File: src/rtl/qdiv_seq_pkg.sv
// Shared definitions for the sequential fixed-point divider: default word
// format, FSM state encoding and small format helpers.
package qdiv_seq_pkg;

    // Default Qm.Q format, shared with the multiply/add stages.
    localparam int unsigned QDefault = 8;
    localparam int unsigned NDefault = 16;

    typedef enum logic {
        StIdle,
        StCalc
    } state_e;

    // Index of the sign bit in an n-bit sign-magnitude word.
    function automatic int unsigned sign_idx(input int unsigned n);
        return n - 1;
    endfunction

endpackage

File: src/rtl/qdiv_seq.sv
// Sequential signed (sign-magnitude) Qm.Q divider. Restoring division, one
// quotient bit per clock; saturates on overflow and on divide-by-zero.
module qdiv_seq
    import qdiv_seq_pkg::*;
#(
    parameter int unsigned Q = QDefault,
    parameter int unsigned N = NDefault
) (
    input  logic         i_clk,
    input  logic         i_rst,
    input  logic         i_start,
    input  logic [N-1:0] i_dividend,
    input  logic [N-1:0] i_divisor,
    output logic [N-1:0] o_quotient,
    output logic         o_busy,
    output logic         o_done,
    output logic         o_ovr,
    output logic         o_div0
);

    // Numerator / raw quotient width: magnitude bits plus Q fractional zeros.
    localparam int unsigned W    = N - 1 + Q;
    localparam int unsigned CntW = $clog2(N + Q);
    localparam int unsigned Sb   = sign_idx(N);
    localparam logic [CntW-1:0] LastCnt = CntW'(N + Q - 2);

    state_e        state_q, state_d;
    logic          sign_q, sign_d;
    logic [W-1:0]  num_q, num_d;
    logic [N-1:0]  rem_q, rem_d;
    logic [W-1:0]  quo_q, quo_d;
    logic [CntW-1:0] cnt_q, cnt_d;
    logic [N-2:0]  div_q, div_d;
    logic [N-1:0]  quot_q, quot_d;
    logic          done_q, done_d;
    logic          ovr_q, ovr_d;
    logic          div0_q, div0_d;

    logic [N:0]    trial;
    logic [N:0]    diff;
    logic          ge;
    logic [N-1:0]  rem_step;
    logic [W-1:0]  quo_next;
    logic          upper_nz;
    logic          start_sign;

    // One restoring step: shift in the next numerator bit, trial-subtract.
    always_comb begin
        trial    = {rem_q, num_q[W-1]};
        diff     = trial - {2'b00, div_q};
        ge       = (trial >= {2'b00, div_q});
        rem_step = ge ? diff[N-1:0] : trial[N-1:0];
        quo_next = {quo_q[W-2:0], ge};
        // Any set bit above the magnitude field means the result does not fit.
        upper_nz = |quo_next[W-1:N-1];
        start_sign = i_dividend[Sb] ^ i_divisor[Sb];
    end

    // Next-state and result logic.
    always_comb begin
        state_d = state_q;
        sign_d  = sign_q;
        num_d   = num_q;
        rem_d   = rem_q;
        quo_d   = quo_q;
        cnt_d   = cnt_q;
        div_d   = div_q;
        quot_d  = quot_q;
        done_d  = 1'b0;
        ovr_d   = ovr_q;
        div0_d  = div0_q;
        unique case (state_q)
            StIdle: begin
                if (i_start) begin
                    if (i_divisor[N-2:0] == '0) begin
                        // Divide-by-zero completes immediately, saturated.
                        quot_d = {start_sign, {(N-1){1'b1}}};
                        ovr_d  = 1'b1;
                        div0_d = 1'b1;
                        done_d = 1'b1;
                    end else begin
                        sign_d  = start_sign;
                        num_d   = {i_dividend[N-2:0], {Q{1'b0}}};
                        rem_d   = '0;
                        quo_d   = '0;
                        cnt_d   = '0;
                        div_d   = i_divisor[N-2:0];
                        state_d = StCalc;
                    end
                end
            end
            StCalc: begin
                num_d = num_q << 1;
                rem_d = rem_step;
                quo_d = quo_next;
                cnt_d = cnt_q + 1'b1;
                if (cnt_q == LastCnt) begin
                    state_d = StIdle;
                    done_d  = 1'b1;
                    div0_d  = 1'b0;
                    if (upper_nz) begin
                        quot_d = {sign_q, {(N-1){1'b1}}};
                        ovr_d  = 1'b1;
                    end else begin
                        // Zero magnitude is always reported as +0.
                        quot_d = {sign_q & (|quo_next[N-2:0]), quo_next[N-2:0]};
                        ovr_d  = 1'b0;
                    end
                end
            end
            default: state_d = StIdle;
        endcase
    end

    // State and datapath registers; reset aborts any division in flight.
    always_ff @(posedge i_clk or posedge i_rst) begin
        if (i_rst) begin
            state_q <= StIdle;
            sign_q  <= 1'b0;
            num_q   <= '0;
            rem_q   <= '0;
            quo_q   <= '0;
            cnt_q   <= '0;
            div_q   <= '0;
            quot_q  <= '0;
            done_q  <= 1'b0;
            ovr_q   <= 1'b0;
            div0_q  <= 1'b0;
        end else begin
            state_q <= state_d;
            sign_q  <= sign_d;
            num_q   <= num_d;
            rem_q   <= rem_d;
            quo_q   <= quo_d;
            cnt_q   <= cnt_d;
            div_q   <= div_d;
            quot_q  <= quot_d;
            done_q  <= done_d;
            ovr_q   <= ovr_d;
            div0_q  <= div0_d;
        end
    end

    assign o_quotient = quot_q;
    assign o_busy     = (state_q == StCalc);
    assign o_done     = done_q;
    assign o_ovr      = ovr_q;
    assign o_div0     = div0_q;

endmodule
File: config.mk
export PLATFORM = sky130hd
export DESIGN_NAME = qdiv_seq
export DESIGN_NICKNAME = d
export VERILOG_FILES = /design/src/rtl/qdiv_seq_pkg.sv /design/src/rtl/qdiv_seq.sv
export SDC_FILE = /design/constraint.sdc
export NUM_CORES = 1
export LEC_CHECK = 0
export ABC_AREA = 1
export BUFFER_PORTS_ARGS = -buffer_cell sky130_fd_sc_hd__buf_4
export CORE_UTILIZATION = 31
export CTS_BUF_LIST = sky130_fd_sc_hd__clkbuf_8
export DETAILED_ROUTE_END_ITERATION = 6
export PLACE_DENSITY = 0.46
export SYNTH_ARGS = -nofsm -noshare
export SYNTH_HDL_FRONTEND = slang
export SYNTH_SLANG_ARGS = --single-unit
File: constraint.sdc
create_clock -name i_clk -period 3.7 [get_ports i_clk]
set_clock_uncertainty 0.05 [all_clocks]
set_input_delay 0.925 -clock i_clk [delete_from_list [all_inputs] [get_ports i_clk]]
set_output_delay 0.925 -clock i_clk [all_outputs]
set_load 0.005 [all_outputs]
==> impl_metrics.yaml <==
run_status:
  status: "finished clean"
yosys:
  synth.net_count: 710
  synth_area_per_cell_um2: 7.831
  syn-cell-area_mm2: 0.005145
  synth.cells.most_frequent: "211 x sky130_fd_sc_hd__nand2_1, 94 x sky130_fd_sc_hd__dfrtp_1, 85 x sky130_fd_sc_hd__inv_1, 44 x sky130_fd_sc_hd__nor2_1, 41 x sky130_fd_sc_hd__nand3_1"
  yosys_most_used_dff: "sky130_fd_sc_hd__dfrtp_1"
  synthMostInstantiatedCell: "sky130_fd_sc_hd__nand2_1"
  synth_seq_cells: 94
  synth.top_cell.area_share: 0.4572
  synth-async-reset-ratio: 1.000
  synth_edf_count: 0
  synth_sequential_area_ratio: 0.4572
  yosysWarnings: 0
  synth.top_cells.by_area: "sky130_fd_sc_hd__dfrtp_1 46%, sky130_fd_sc_hd__nand2_1 15%, sky130_fd_sc_hd__inv_1 6.2%"
  post_synth_inst_count: 657
  yosysUniqueCellTypes: 38
  synth_area_leader_cell: "sky130_fd_sc_hd__dfrtp_1"
placed_design:
  detailed_place_hpwl_um: 9147
  gp_congestion: 0.7967
  numPortBuffers: 54
  placed_area_mm2: 0.005776
final_layout:
  diodes: 0
  stdcell_area_mm2: 0.005972
  seqCellArea_mm2: 0.002352
  post-route-util: 0.3719
  n_fill_cell: 1718
  synthToLayoutAreaGrowth_pct: 16.07
  nNetsFinal: 763
  area_of_the_multi_input_gates_mm2: 0.002340
  layout-drive-gt1-share: 0.1622
grt:
  global_route.usage.met1: 0.2284
  grt_start_max_net_pins: 50
  met2_usage: 0.2530
  grt_antenna_before_repair: 0
  first_pass_grt_wire_length_um: 21340
  groute.layer.met3.usage: 0.03502
  grt-busiest-layer: "met2"
  grt_overflow: 0
  groute.usage.overall: 0.1633
  first_global_vias: 4243
worst_hold_path:
  hold_class: "reg2reg"
  worst_hold_startpoint: "rem_q[15]"
  hold_path_depth: 2
  min_delay_worst_endpoint: "rem_q[15]"
pwr:
  seq_power_share: 0.294
  p_leak_nw: 2.978
  power_frac_comb: 0.584
  irDropWorstVdd_uv: 288.6
  power_density_mw_per_mm2: 965.2
  netSwitchingFraction: 0.4743
  clockPowerShare: 0.122
  power.net_switching_w: 0.002734
  cell_internal_pwr_w: 0.003030
clock_network:
  numClockSinks: 94
  cts_hold_buffers: 0
  clock_insertion_delay_worst_skew_ns: 0.39
  path_clk_slew_ns: 0.11
  cts.repair_timing.setup_buffer_count: 0
  clock_path_buffers: 2
  numCtsBuffers: 9
  tritoncts_clock_tree: "done"
  ctsResizeCount: 0
  htreeDepth: 3
  clock_tree.root_cell: "sky130_fd_sc_hd__clkbuf_8"
die:
  die_x_um: 130.8
  rows: 46
  ios: 55
  initial_utilization: 0.3204
  die_y_um: 130.8
  core_area_mm2: 0.01606
  fp.dieArea_mm2: 0.01712
timing:
  layout_min_cycle_time_ns: 2.438
  worstMarginPinSlew_ns: 0.8707
  final_hold_fails: 0
  slew_violations: 0
  grt_setup_unrepaired: "no"
  final.period_utilization: 0.6590
  fmax_mhz: 410.1
  timing.final.setup_violations: 0
  finalSetupTns_ns: 0
  maxSlewHeadroom: 0.4189
drt:
  drt-vias-per-instance: 4.623
  drtAntennaViolNets: 0
  drc: 0
  routed_wirelength_um: 12720
  drt_iter0_drc: 211
  wl_per_cell_um: 13.66
  num_vias: 4304
  first_pass_iters: 4
setup_path:
  critPathKind: "reg2reg"
  crit_path_start_kind: "register"
  worst_r2r_endpoint: "rem_q[14]"
  required_ns: 3.95
  critPathCaptureType: "register"
  r2r_start: "rem_q[9]"
  worst-endpoint-arrival_ns: 2.69
  worst-r2r-cell-count: 11
  ff2ff_setup_slack_ns: 1.26
  critPathMaxFanout: 18
job:
  max_cap_violations: 0
==> how the worst max path moves through the flow <==
stage	startpoint	endpoint	slack, ns	cells after the start
after floorplan	i_rst	cnt_q[0]	0.28	1
after global placement	i_divisor[13]	cnt_q[3]	1.04	11
after detailed placement	i_divisor[7]	cnt_q[3]	0.97	11
after CTS	rem_q[9]	rem_q[14]	1.26	11
after global routing	rem_q[9]	rem_q[13]	1.06	11
final	rem_q[9]	rem_q[14]	1.26	11
==> layout by cell type (no fill, tap or decap), types with 2 or more instances in the layout <==
cell	instances
sky130_fd_sc_hd__nand3_1	41
sky130_fd_sc_hd__xor2_1	3
sky130_fd_sc_hd__nor2_4	4
sky130_fd_sc_hd__nand2_1	211
sky130_fd_sc_hd__nor2b_1	2
sky130_fd_sc_hd__ha_1	17
sky130_fd_sc_hd__nor3_1	4
sky130_fd_sc_hd__o22ai_1	20
sky130_fd_sc_hd__nor2_1	44
sky130_fd_sc_hd__nand3b_1	14
sky130_fd_sc_hd__o21ai_0	20
sky130_fd_sc_hd__nand3_2	9
sky130_fd_sc_hd__clkbuf_8	9
sky130_fd_sc_hd__xnor2_1	4
sky130_fd_sc_hd__nand2_2	11
sky130_fd_sc_hd__inv_6	2
sky130_fd_sc_hd__a21oi_2	2
sky130_fd_sc_hd__nor2_2	2
sky130_fd_sc_hd__inv_8	2
sky130_fd_sc_hd__a21oi_1	21
sky130_fd_sc_hd__dfrtp_1	94
sky130_fd_sc_hd__buf_4	61
sky130_fd_sc_hd__o21ai_1	2
sky130_fd_sc_hd__nand4_1	10
sky130_fd_sc_hd__inv_1	84
sky130_fd_sc_hd__inv_2	4
sky130_fd_sc_hd__and2_1	2
==> routing by layer <==
layer  vias to the layer above  share of wire
li1                       2187              -
met1                      2040           0.52
met2                        67           0.44
met3                        10          0.031
met4                         0          0.011
met5                         -              0
==> area by class of cell <==
type,instances,area share
clock buffer,9,0.02074
clock inverter,7,0.01215
inverter,89,0.05615
multi-input combinational,454,0.3918
sequential,94,0.3939
tap,216,0.04525
timing repair buffer,62,0.08003
==> critical path, stage by stage, from the launching register on <==
cell and delay (ns):
sky130_fd_sc_hd__dfrtp_1 0.41, sky130_fd_sc_hd__ha_1 0.37, sky130_fd_sc_hd__nand2_1 0.09, sky130_fd_sc_hd__nand2_1 0.10, sky130_fd_sc_hd__a21oi_2 0.21, sky130_fd_sc_hd__nor2_4 0.05, sky130_fd_sc_hd__nor2_4 0.46, sky130_fd_sc_hd__nand2_8 0.21
sky130_fd_sc_hd__nand2_1 0.19, sky130_fd_sc_hd__nand2_1 0.07, sky130_fd_sc_hd__nand2_1 0.07, sky130_fd_sc_hd__nand2_1 0.05
==> sequential cells by signal (all words and copies together), names as in the netlist, 5 cells and up <==
register	cells
num_q	15
quo_q	22
rem_q	16
div_q	15
cnt_q	5
o_quotient	16
==> cells by family (layout without fill, tap and decap cells) <==
group	after synthesis	in the layout	share of synthesized area
AND/OR/NAND/NOR	359	359	0.3196
buffers and inverters	109	167	0.08804
flip-flops	94	94	0.4572
AO/OA/AOI/OAI	70	70	0.07807
adder cells (fa/ha/maj)	18	18	0.04523
XOR/XNOR	7	7	0.01192
==> through the flow <==
stage | power [W] | cells | hold slack, ns | worst slack (ns)
2_1_floorplan | 0.004344 | 657 | 0.3915 | 0.2763
3_5_place_dp | 0.005097 | 915 | 0.4093 | 0.9718
6_report | 0.005764 | 931 | 0.4417 | 1.262
5_1_grt | 0.006441 | 931 | 0.4685 | 1.059
4_1_cts | 0.005836 | 931 | 0.4392 | 1.264
3_3_place_gp | 0.005059 | 915 | 0.4058 | 1.036
==> power groups by stage <==
| stage | sequential (W) | combinational (W) | clock (W) |
|---|---|---|---|
| final | 0.00169 | 0.00337 | 0.000703 |
| after global routing | 0.00174 | 0.00392 | 0.000778 |
| after CTS | 0.00169 | 0.00341 | 0.000738 |
| after detailed placement | 0.00171 | 0.00339 | 0 |
| after global placement | 0.00171 | 0.00335 | 0 |
| after floorplan | 0.00166 | 0.00268 | 0 |
Note: power is estimated with default switching activity, not from simulation.
